<file path="src/rtl/fifo_sync_flags.sv">
// fifo_sync_flags
//   Single-clock first-word-fall-through FIFO of arbitrary depth. The
//   pointers wrap at DEPTH-1, so the depth need not be a power of two. It
//   provides an occupancy count, programmable almost-full and almost-empty
//   thresholds, and sticky overflow/underflow error flags. A push into a
//   full FIFO is accepted when a valid pop happens in the same cycle.
//
//   Optional feature: define FIFO_FLUSH_EN to add the `flush` input. A flush
//   zeroes the pointers and the count and overrides push/pop in that cycle.
//   It does not clear the storage or the sticky flags.
//
// Ports
//   clk          in   rising-edge clock
//   rstn         in   asynchronous active-low reset
//   push         in   write request
//   data         in   [WIDTH] write data
//   pop          in   read request, consumes current head
//   clr_err      in   synchronous clear of overflow/underflow
//   flush        in   (FIFO_FLUSH_EN only) empty the FIFO
//   out          out  [WIDTH] head entry, '0 when empty
//   full         out  count == DEPTH
//   empty        out  count == 0
//   almost_full  out  count >= AF_LEVEL
//   almost_empty out  count <= AE_LEVEL
//   count        out  [$clog2(DEPTH+1)] occupancy
//   overflow     out  sticky, a push was rejected
//   underflow    out  sticky, a pop was rejected
module fifo_sync_flags #(
  parameter int WIDTH    = 8,
  parameter int DEPTH    = 5,
  parameter int AF_LEVEL = DEPTH - 1,
  parameter int AE_LEVEL = 1,
  localparam int CW      = $clog2(DEPTH + 1),
  localparam int PW      = (DEPTH > 1) ? $clog2(DEPTH) : 1
) (
  input  logic             clk,
  input  logic             rstn,
  input  logic             push,
  input  logic [WIDTH-1:0] data,
  input  logic             pop,
  input  logic             clr_err,
`ifdef FIFO_FLUSH_EN
  input  logic             flush,
`endif
  output logic [WIDTH-1:0] out,
  output logic             full,
  output logic             empty,
  output logic             almost_full,
  output logic             almost_empty,
  output logic [CW-1:0]    count,
  output logic             overflow,
  output logic             underflow
);

  logic [WIDTH-1:0] mem [DEPTH];
  logic [PW-1:0]    push_ptr;
  logic [PW-1:0]    pop_ptr;

  logic pop_avail;
  logic push_avail;
  logic pop_ok;
  logic push_ok;

  function automatic logic [PW-1:0] next_ptr(input logic [PW-1:0] p);
    return (p == PW'(DEPTH - 1)) ? '0 : p + 1'b1;
  endfunction

  // Acceptance is decided from the registered count. A pop on an empty FIFO
  // is never bypassed to a same-cycle push.
  assign pop_avail  = pop && !empty;
  assign push_avail = push && (!full || pop_avail);

`ifdef FIFO_FLUSH_EN
  assign pop_ok  = pop_avail && !flush;
  assign push_ok = push_avail && !flush;
`else
  assign pop_ok  = pop_avail;
  assign push_ok = push_avail;
`endif

  assign full         = (count == CW'(DEPTH));
  assign empty        = (count == '0);
  assign almost_full  = (count >= CW'(AF_LEVEL));
  assign almost_empty = (count <= CW'(AE_LEVEL));
  assign out          = empty ? '0 : mem[pop_ptr];

  always_ff @(posedge clk or negedge rstn) begin
    if (!rstn) begin
      for (int i = 0; i < DEPTH; i++) mem[i] <= '0;
    end else if (push_ok) begin
      mem[push_ptr] <= data;
    end
  end

  always_ff @(posedge clk or negedge rstn) begin
    if (!rstn) begin
      push_ptr <= '0;
      pop_ptr  <= '0;
      count    <= '0;
    end else begin
`ifdef FIFO_FLUSH_EN
      if (flush) begin
        push_ptr <= '0;
        pop_ptr  <= '0;
        count    <= '0;
      end else
`endif
      begin
        if (push_ok) push_ptr <= next_ptr(push_ptr);
        if (pop_ok)  pop_ptr  <= next_ptr(pop_ptr);
        if (push_ok && !pop_ok)      count <= count + 1'b1;
        else if (pop_ok && !push_ok) count <= count - 1'b1;
      end
    end
  end

  // Sticky error flags: a new error in the same cycle as clr_err wins.
  always_ff @(posedge clk or negedge rstn) begin
    if (!rstn) begin
      overflow  <= 1'b0;
      underflow <= 1'b0;
    end else begin
      if (push && !push_avail) overflow <= 1'b1;
      else if (clr_err)        overflow <= 1'b0;
      if (pop && !pop_avail)   underflow <= 1'b1;
      else if (clr_err)        underflow <= 1'b0;
    end
  end

  a_count_bound: assert property (@(posedge clk) disable iff (!rstn)
    count <= CW'(DEPTH));
  a_full_empty: assert property (@(posedge clk) disable iff (!rstn)
    !(full && empty));

endmodule

</file>
<file path="config.mk">
export PLATFORM = sky130hd
export DESIGN_NAME = fifo_sync_flags
export DESIGN_NICKNAME = d
export VERILOG_FILES = /design/src/rtl/fifo_sync_flags.sv
export SDC_FILE = /design/constraint.sdc
export NUM_CORES = 1
export LEC_CHECK = 0
export CAP_MARGIN = 5
export CORE_ASPECT_RATIO = 2
export CORE_MARGIN = 4
export CORE_UTILIZATION = 55
export DETAILED_ROUTE_END_ITERATION = 16
export GPL_ROUTABILITY_DRIVEN = 0
export GPL_TIMING_DRIVEN = 0
export PLACE_DENSITY_LB_ADDON = 0.05
export SETUP_SLACK_MARGIN = 0.05
export SYNTH_ARGS = -nofsm -noshare
export SYNTH_HDL_FRONTEND = slang
export SYNTH_SLANG_ARGS = --single-unit
</file>
<file path="constraint.sdc">
create_clock -name clk -period 3 [get_ports clk]
set_clock_uncertainty 0.1 [all_clocks]
set_input_delay 0.3 -clock clk [delete_from_list [all_inputs] [get_ports clk]]
set_output_delay 0.3 -clock clk [all_outputs]
set_load 0.005 [all_outputs]
</file>
# Word level (Yosys, flattened, before mapping)
# Cells that the tools add are included.
# W data, S select, Z words.
[word_totals] register_bits=51 wordCells=54
[classes] n_lt_le_gt_ge=5 reduce_logical=16 n_addsub=4 n_mux=14 n_eq_ne=3 bitwise=2
[op_table] operator="$bwmux W40" count=1
[op_table] operator="$mux W8" count=4
[op_table] operator="$bmux W8 S3" count=1
[op_table] operator="$demux W8 S3" count=1
[op_table] operator="$mux W3" count=4
[op_table] operator="$add A3 B1 Y3 const B" count=3
[op_table] operator="$eq A3 B3 Y1 const B" count=3
[op_table] operator="$ge A4 B4 Y1 const B" count=2
[op_table] operator="$not A3 Y4" count=2
[op_table] operator="$logic_and A1 B1 Y1" count=7
[op_table] operator="$reduce_bool A2 Y1" count=3
[op_table] operator="$logic_not A1 Y1" count=4
[op_table] operator="$lt A4 B1 Y1 const B" count=1
[op_table] operator="$ge A3 B3 Y1 const B" count=1
[op_table] operator="$le A3 B1 Y1 const B" count=1
[op_table] operator="$logic_not A3 Y1" count=1
[op_table] operator="$mux W1" count=3
[op_table] operator="$sub A3 B1 Y3 const B" count=1
[op_table] operator="$logic_or A1 B1 Y1" count=1

# Logic depth before layout (Yosys ltp)
# Gate-level depths: netlist of run 1.
[logic_depth] ltp_word=9 mapped_depth=9 mapped_depth_nobuf=9

# Worst setup path after synthesis of run 1
# No wires, ideal clock.
[synth_timing] path_kind="register to register" from="register count[1]" to="register count[2]" path_buffers=0 setup_ps=131 arrival_ps=1563 stages_incl_launch_ff=10 slack_ps=1206 period_less_slack_ps=1794 cell_sequence="dfrtp_1 inv_1 ha_1 nand3b_4 nand2_1 inv_1 ha_1 mux2i_1 nor2_1 xor2_1"
[synth_via] elab_chain_cells=8 word_cells_on_any_way=16 classes_between="add/sub (2); eq/ne (1); mux (2); reduce/logical (11)"
[synth_lines] item="start, declared" line="50" source="output logic [CW-1:0] count,"
[synth_lines] item="start signal, assigned" line="111" source="if (push_ok && !pop_ok) count <= count + 1'b1;"
[synth_lines] item="start signal, assigned" line="112" source="else if (pop_ok && !push_ok) count <= count - 1'b1;"
[synth_lines] item="$logic_not A3 Y1" line="82" source="assign empty = (count == '0);"
[synth_lines] item="$logic_not A1 Y1" line="70" source="assign pop_avail = pop && !empty;"
[synth_lines] item="$logic_and A1 B1 Y1" line="70"
[synth_lines] item="$logic_or A1 B1 Y1 (*)" line="71" source="assign push_avail = push && (!full || pop_avail);"
[synth_lines] item="$logic_and A1 B1 Y1 (*)" line="71"
[synth_lines] item="net push_avail" line="60" source="logic push_avail;"
[synth_lines] item="$logic_not A1 Y1" line="112"
[synth_lines] item="$logic_and A1 B1 Y1" line="112"
[synth_lines] item="$reduce_bool A2 Y1 (no line)"
# Mark *: on every way through the listed nets, which the timed path passes. The rest lies on a longest branch. The select of a mux whose other input is x is not followed.
# A chain may end at the register's enable or synchronous reset.

# Worst setup path in the final report of run 1
[layout_timing] from="register pop_ptr[1]" to="output port out[6]"
[layout_via] elab_chain_cells=5
[layout_lines] item="start, declared" line="57" source="logic [PW-1:0] pop_ptr;"
[layout_lines] item="start signal, assigned" line="110" source="if (pop_ok) pop_ptr <= next_ptr(pop_ptr);"
[layout_lines] item="$not A3 Y4 (not written as such)" line="85" source="assign out = empty ? '0 : mem[pop_ptr];"
[layout_lines] item="$bmux W8 S3" line="85"
[layout_lines] item="$mux W8 (not written as such) (2 in series)" line="85"
[layout_lines] item="$mux W8" line="85"
[layout_lines] item="end, declared" line="45" source="output logic [WIDTH-1:0] out,"
# No other way between the ends. The select of a mux whose other input is x is not followed.

==> metrics.cfg, run 1 <==
[synth]
synth_adder_area_share_pct=4.42
yosysSeqAreaShare_pct=50.1
netlist_area_sq_um=2550
synth_nets=214
synthXorXnorAreaFrac_pct=1.03
synth_top_cell_by_area=dfrtp_1
synth_area_leaders=dfrtp_1, mux2_2, mux2_4, ha_1, mux2i_1
synthMuxAreaShare_pct=27.7
synth_top_area_share_pct=50.1
synth_warnings=0
ys_types=28
synthCells=192
synth-seq-cells=51
synth.avg_cell_area_sq_um=13.3
synth_top_family_by_area=multiplexers
yosys.area_share.simple_pct=7.61
synth-compound-area-share_pct=5.30

[grt]
grt_pass1_wl_mm=9.23
groute.usage.overall_pct=20.1
overflow=0
antenna_found_initial=0
grt_max_degree=40
first_global_vias=1924

[pwr]
powerDensity_nw_per_um2=1100
fin_total_pwr_mw=3.34
vdd_drop_max_v=0.000618
p_leak_nw=1.39

[route]
via_count=1660
post-route-drc-count=0
wl_mm=5.47
wl_per_cell_um=19.0
vias_per_cell=5.78
drt_iter0_markers=28
ant_nets=0
drt_first_pass_iters=7

[worst_setup_path]
cp_data_required_time_ns=2.60
arrival_ns=2.31
critPathKind=flip-flop to output pin
crit_path_start_kind=flip-flop
worstPathMaxFanout=10
end_kind=output pin

[layout]
fin_nets=254
regArea_sq_um=1280
areaGrowthSynthToFinish_pct=19.7
final_layout_size_suffix_gt1_share_pct=32.6
post-route-util_pct=68.9
fill_cells=353
n_antenna_cell=0
multi_input_area_sq_um=1170

[cts]
ctsLongestPathBuffers=2
cts_buffers=5
cts_tree=done
clk_pin_slew_ns=0.09
root_buffer=clkbuf_8
clk_latency_ns=0.30
h-tree-depth=2
cts_sinks=51

[die]
core-area_sq_um=4420
die_x_um=56.1
die_y_um=104
dieArea_sq_um=5850
io_pins=30
core.rowCount=34
initial_utilization_pct=57.6

[sta]
maxSlewHeadroom_pct=54.4
finalSetupViolCount=0
tns_ns=0
final-hold-violation-count=0
rsz0062_at_grt=no
fin_crit_ns=2.71
tightest_slew_ns=0.681
fmax_mhz=369
min_period_over_period_pct=90.4
drv_slew=0

[place]
dp_hpwl_mm=4.02
portBuffers=29

[run_status]
status=finished clean

[worst_hold_path]
hold_class=primary input to async pin

[run]
drv_cap=0

-- synthesized netlist by cell type (all sizes together) --
library cell  instances
nand3b                2
xor2                  2
nand3                 9
a22o                  1
inv                  18
nor2                  4
nand2                 3
and4                  1
o221ai                8
xnor2                 1
nand2b                3
mux2                 52
dfrtp                51
o211ai                2
and2b                 1
a21oi                 2
ha                    9
mux2i                 9
o2bb2ai               3
and2                  1
o21ai                 1
buf                   5
nand4                 4
-- worst max-delay path, cell delays in order, from the launching register on --
cell and delay, ns:
dfrtp_1 0.36, buf_2 0.24, buf_2 0.37, mux2_2 0.38
nand3_1 0.09, o221ai_1 0.12, clkdlybuf4s50_1 0.47
-- cell families (layout without fill, tap and decap cells) --
group                    Yosys count  after routing
AND/OR/NAND/NOR                   28             28
buffers and inverters             23             64
adder cells (fa/ha/maj)            9              9
multiplexers                      61             61
XOR/XNOR                           3              3
flip-flops                        51             51
AO/OA/AOI/OAI                     17             17
-- stage by stage --
stage	hold slack, ns	instances	worst slack [ns]	cell area (sq um)
after global routing	0.330	287	0.166	3050
after global placement	0.369	275	0.193	2910
after detailed placement	0.105	276	0.348	2920
after floorplan	-0.0956	192	1.21	2550
after CTS	0.305	286	0.136	3040
final	0.305	287	0.289	3050
-- report_power, final --
group	switching (mW)	internal [mW]	total, mW	leakage [nW]
Combinational	0.673	0.969	1.64	0.724
Clock	0.219	0.210	0.429	0.0505
Sequential	0.238	1.03	1.27	0.614
-- layout make-up --
cell class	count	area share, %
Multi-Input combinational cell	118	38.5
Clock inverter	1	0.246
Timing Repair Buffer	33	10.8
Sequential cell	51	41.8
Tap cell	54	2.21
Clock buffer	7	3.16
Buffer	5	1.03
Inverter	18	2.21
-- path summary, 6_finish.rpt --
path	start	end	slack (ns)	depth (start not counted)
max in group asynchronous	rstn	mem[14]$_DFFE_PN0P_	1.99	3
min in group clk	overflow$_DFFE_PN0P_	overflow$_DFFE_PN0P_	0.39	1
max	pop_ptr[1]$_DFFE_PN0P_	out[6]	0.29	6
min	rstn	count[0]$_DFFE_PN0P_	0.30	2
max reg2reg	count[1]$_DFFE_PN0P_	count[2]$_DFFE_PN0P_	1.00	9
min reg2reg	overflow$_DFFE_PN0P_	overflow$_DFFE_PN0P_	0.39	1
-- timing repair --
action	CTS	global route
gates resized for setup	0	0
hold endpoints to repair	12	0
cloned	0	0
pin swaps	1	0
buffers inserted	1	1
hold buffers	1	0
setup endpoints to repair	8	8
-- sequential cells by signal, indices dropped and copies added (netlist names) --
register	flops
push_ptr	3
count	3
pop_ptr	3
underflow	1
overflow	1
mem	40
-- placed cells by master (no fill, tap or decap), types with 2 or more instances in the layout --
cell type and instances:
nand2b_1 3, ha_1 9, mux2i_1 9, mux2_2 44, xor2_1 2, nand2_1 3
o2bb2ai_1 3, o221ai_1 8, clkbuf_8 7, nor2_1 4, o211ai_1 2, nand4_2 3
clkdlybuf4s50_1 28, inv_1 18, dfrtp_1 51, buf_4 2, buf_2 5, a21oi_1 2
mux2_4 8, nand3_1 8
-- routing by layer --
metal | global-route usage (%) | routed length (um)
met4 | 9.51 | 131
met5 | 0 | 0
met3 | 3.85 | 211
met1 | 21.0 | 2030
met2 | 37.2 | 3090
Note: power is estimated with default switching activity, not from simulation.
==> run 2, diff against run 1 <==
Settings changed: CORE_UTILIZATION 55 to 40, CTS_BUF_LIST from default to sky130_fd_sc_hd__clkbuf_8.
==> metrics.cfg, run 2 (synthesis results as in run 1) <==
[run_status]
status=finished clean

[layout]
post-route-util_pct=50.3  ; -19 points
regMostFlops=mem
areaGrowthSynthToFinish_pct=20.4
finalInstanceArea_sq_um=3070  ; +0.61%
final_layout_size_suffix_gt1_share_pct=32.2  ; -0.43 points
fin_nets=254  ; unchanged
largest_reg_flops=40  ; unchanged
final_common_cell=dfrtp_1
n_antenna_cell=0  ; unchanged
final_cell_mix=dfrtp_1, mux2_2, clkdlybuf4s50_1

[cts]
cts_tree=done
clk_latency_ns=0.31  ; about the same
h-tree-depth=2  ; unchanged
clk_pin_slew_ns=0.09  ; about the same
cts_buffers=5  ; unchanged
cts_sinks=51  ; unchanged
ctsLongestPathBuffers=2  ; unchanged
root_buffer=clkbuf_8

[sta]
min_period_over_period_pct=90.5  ; +0.13 points
whs_ns=0.385  ; +0.0804 ns
drv_slew=0  ; unchanged
final-hold-violation-count=0  ; unchanged
rsz0062_at_grt=no
finalSetupViolCount=0  ; unchanged
tns_ns=0  ; unchanged
fmax_mhz=368  ; -0.15%
fin_crit_ns=2.71  ; +0.00402 ns
maxSlewHeadroom_pct=55.6  ; +1.2 points
tightest_slew_ns=0.663  ; -0.0184 ns

[pwr]
p_int_mw=2.16  ; -2.3%
clockPowerShare_pct=11.8  ; -1.0 points
p_sw_share_pct=34.1  ; +0.34 points
p_leak_nw=1.38  ; -0.37%
pwr-share-comb_pct=49.8  ; +0.7 points
p_switching_mw=1.12  ; -0.82%
powerDensity_nw_per_um2=1070  ; -2.4%
seqPwrFrac_pct=38.4  ; +0.4 points
vdd_drop_max_v=0.000604  ; -2.3%

[grt]
grt_max_degree=32  ; -20%
antenna_found_initial=0  ; unchanged
grt_pass1_wl_mm=9.20  ; -0.30%
first_global_vias=1822  ; -5.3%
overflow=0  ; unchanged
groute.usage.overall_pct=15.8  ; -4.3 points

[route]
post-route-drc-count=0  ; unchanged
drt_first_pass_iters=4  ; -3
vias_per_cell=5.07  ; -12%
wl_mm=5.49  ; +0.48%
ant_nets=0  ; unchanged
via_count=1606  ; -3.3%
drt_iter0_markers=35  ; +25%
wl_per_cell_um=17.3  ; -9.0%

[place]
dp_hpwl_mm=4.00  ; -0.45%
placed_cell_area_sq_um=2960  ; +1.3%
portBuffers=29  ; unchanged

[die]
die_x_um=64.4  ; +15%
core.rowCount=40  ; +18%
io_pins=30  ; unchanged
initial_utilization_pct=41.7  ; -16 points
core-area_sq_um=6110  ; +38%
dieArea_sq_um=7790  ; +33%
die_y_um=121  ; +16%

[worst_setup_path]
cp.buffers_inverters=3  ; unchanged
crit_path_start_kind=flip-flop
crit_path_frequent_cell=buf_2
path_delay_family=buffers and inverters
cpPeakStageDelay_ns=0.47  ; about the same
end_kind=output pin
arrival_ns=2.31  ; about the same
critPathKind=flip-flop to output pin
slowest_stage=clkdlybuf4s50_1
cp_data_required_time_ns=2.60  ; about the same
crit_chain=buf_2 > buf_2 > mux2_2 > nand3_1 > o221ai_1 > clkdlybuf4s50_1
worstPathMaxFanout=10  ; unchanged

[worst_hold_path]
hold_class=primary input to async pin

[run]
drv_cap=0  ; unchanged

==> run 2: per-stage QoR <==
step	worst slack [ns]	std cells	power [mW]
after floorplan	1.21	192	2.27
after global placement	0.116	305	2.82
after detailed placement	0.294	306	2.92
after CTS	0.0996	316	3.33
after global routing	0.159	317	3.56
final	0.285	317	3.28
==> run 2: path summary, 6_finish.rpt <==
path,start,endpoint,slack (ns),depth (start not counted)
worst min-delay path,rstn,mem[6]$_DFFE_PN0P_,0.39,2
max in group asynchronous,rstn,count[1]$_DFFE_PN0P_,1.87,3
min in group clk,overflow$_DFFE_PN0P_,overflow$_DFFE_PN0P_,0.40,1
worst min register to register,overflow$_DFFE_PN0P_,overflow$_DFFE_PN0P_,0.40,1
worst max-delay path,pop_ptr[1]$_DFFE_PN0P_,out[6],0.29,6
worst max register to register,count[1]$_DFFE_PN0P_,count[2]$_DFFE_PN0P_,0.98,9
==> run 2: what timing repair did <==
action                                 in CTS  in global routing
buffers inserted                            1                  1
pin swaps                                   1                  0
hold buffers                                1                  0
setup endpoints to repair                   8                  4
endpoints found under the hold margin      20                  0
resized for setup                           0                  0
==> run 2: routing by layer <==
metal,up-vias,GRT usage [%],share of wire (%)
li1,765,-,-
met1,805,17.4,38
met2,28,28.6,57
met3,8,3.24,3.2
met4,0,6.75,1.9
met5,-,0,0
==> run 2: final cells by class <==
type	instances	area (sq um)
clock inverters	3	16.3
multi-input cells	118	1170
well taps	84	105
inverters	18	67.6
plain buffers	5	31.3
repair buffers	33	330
clock buffers	5	68.8
fillers	602	3040
flip-flops and latches	51	1280
==> run 2: power groups by stage <==
stage	Combinational [mW]	Sequential (mW)	Clock (mW)
3_5_place_dp	1.64	1.28	0
6_report	1.64	1.26	0.387
2_1_floorplan	1.06	1.21	0
5_1_grt	1.80	1.31	0.439
4_1_cts	1.66	1.26	0.405
3_3_place_gp	1.58	1.24	0
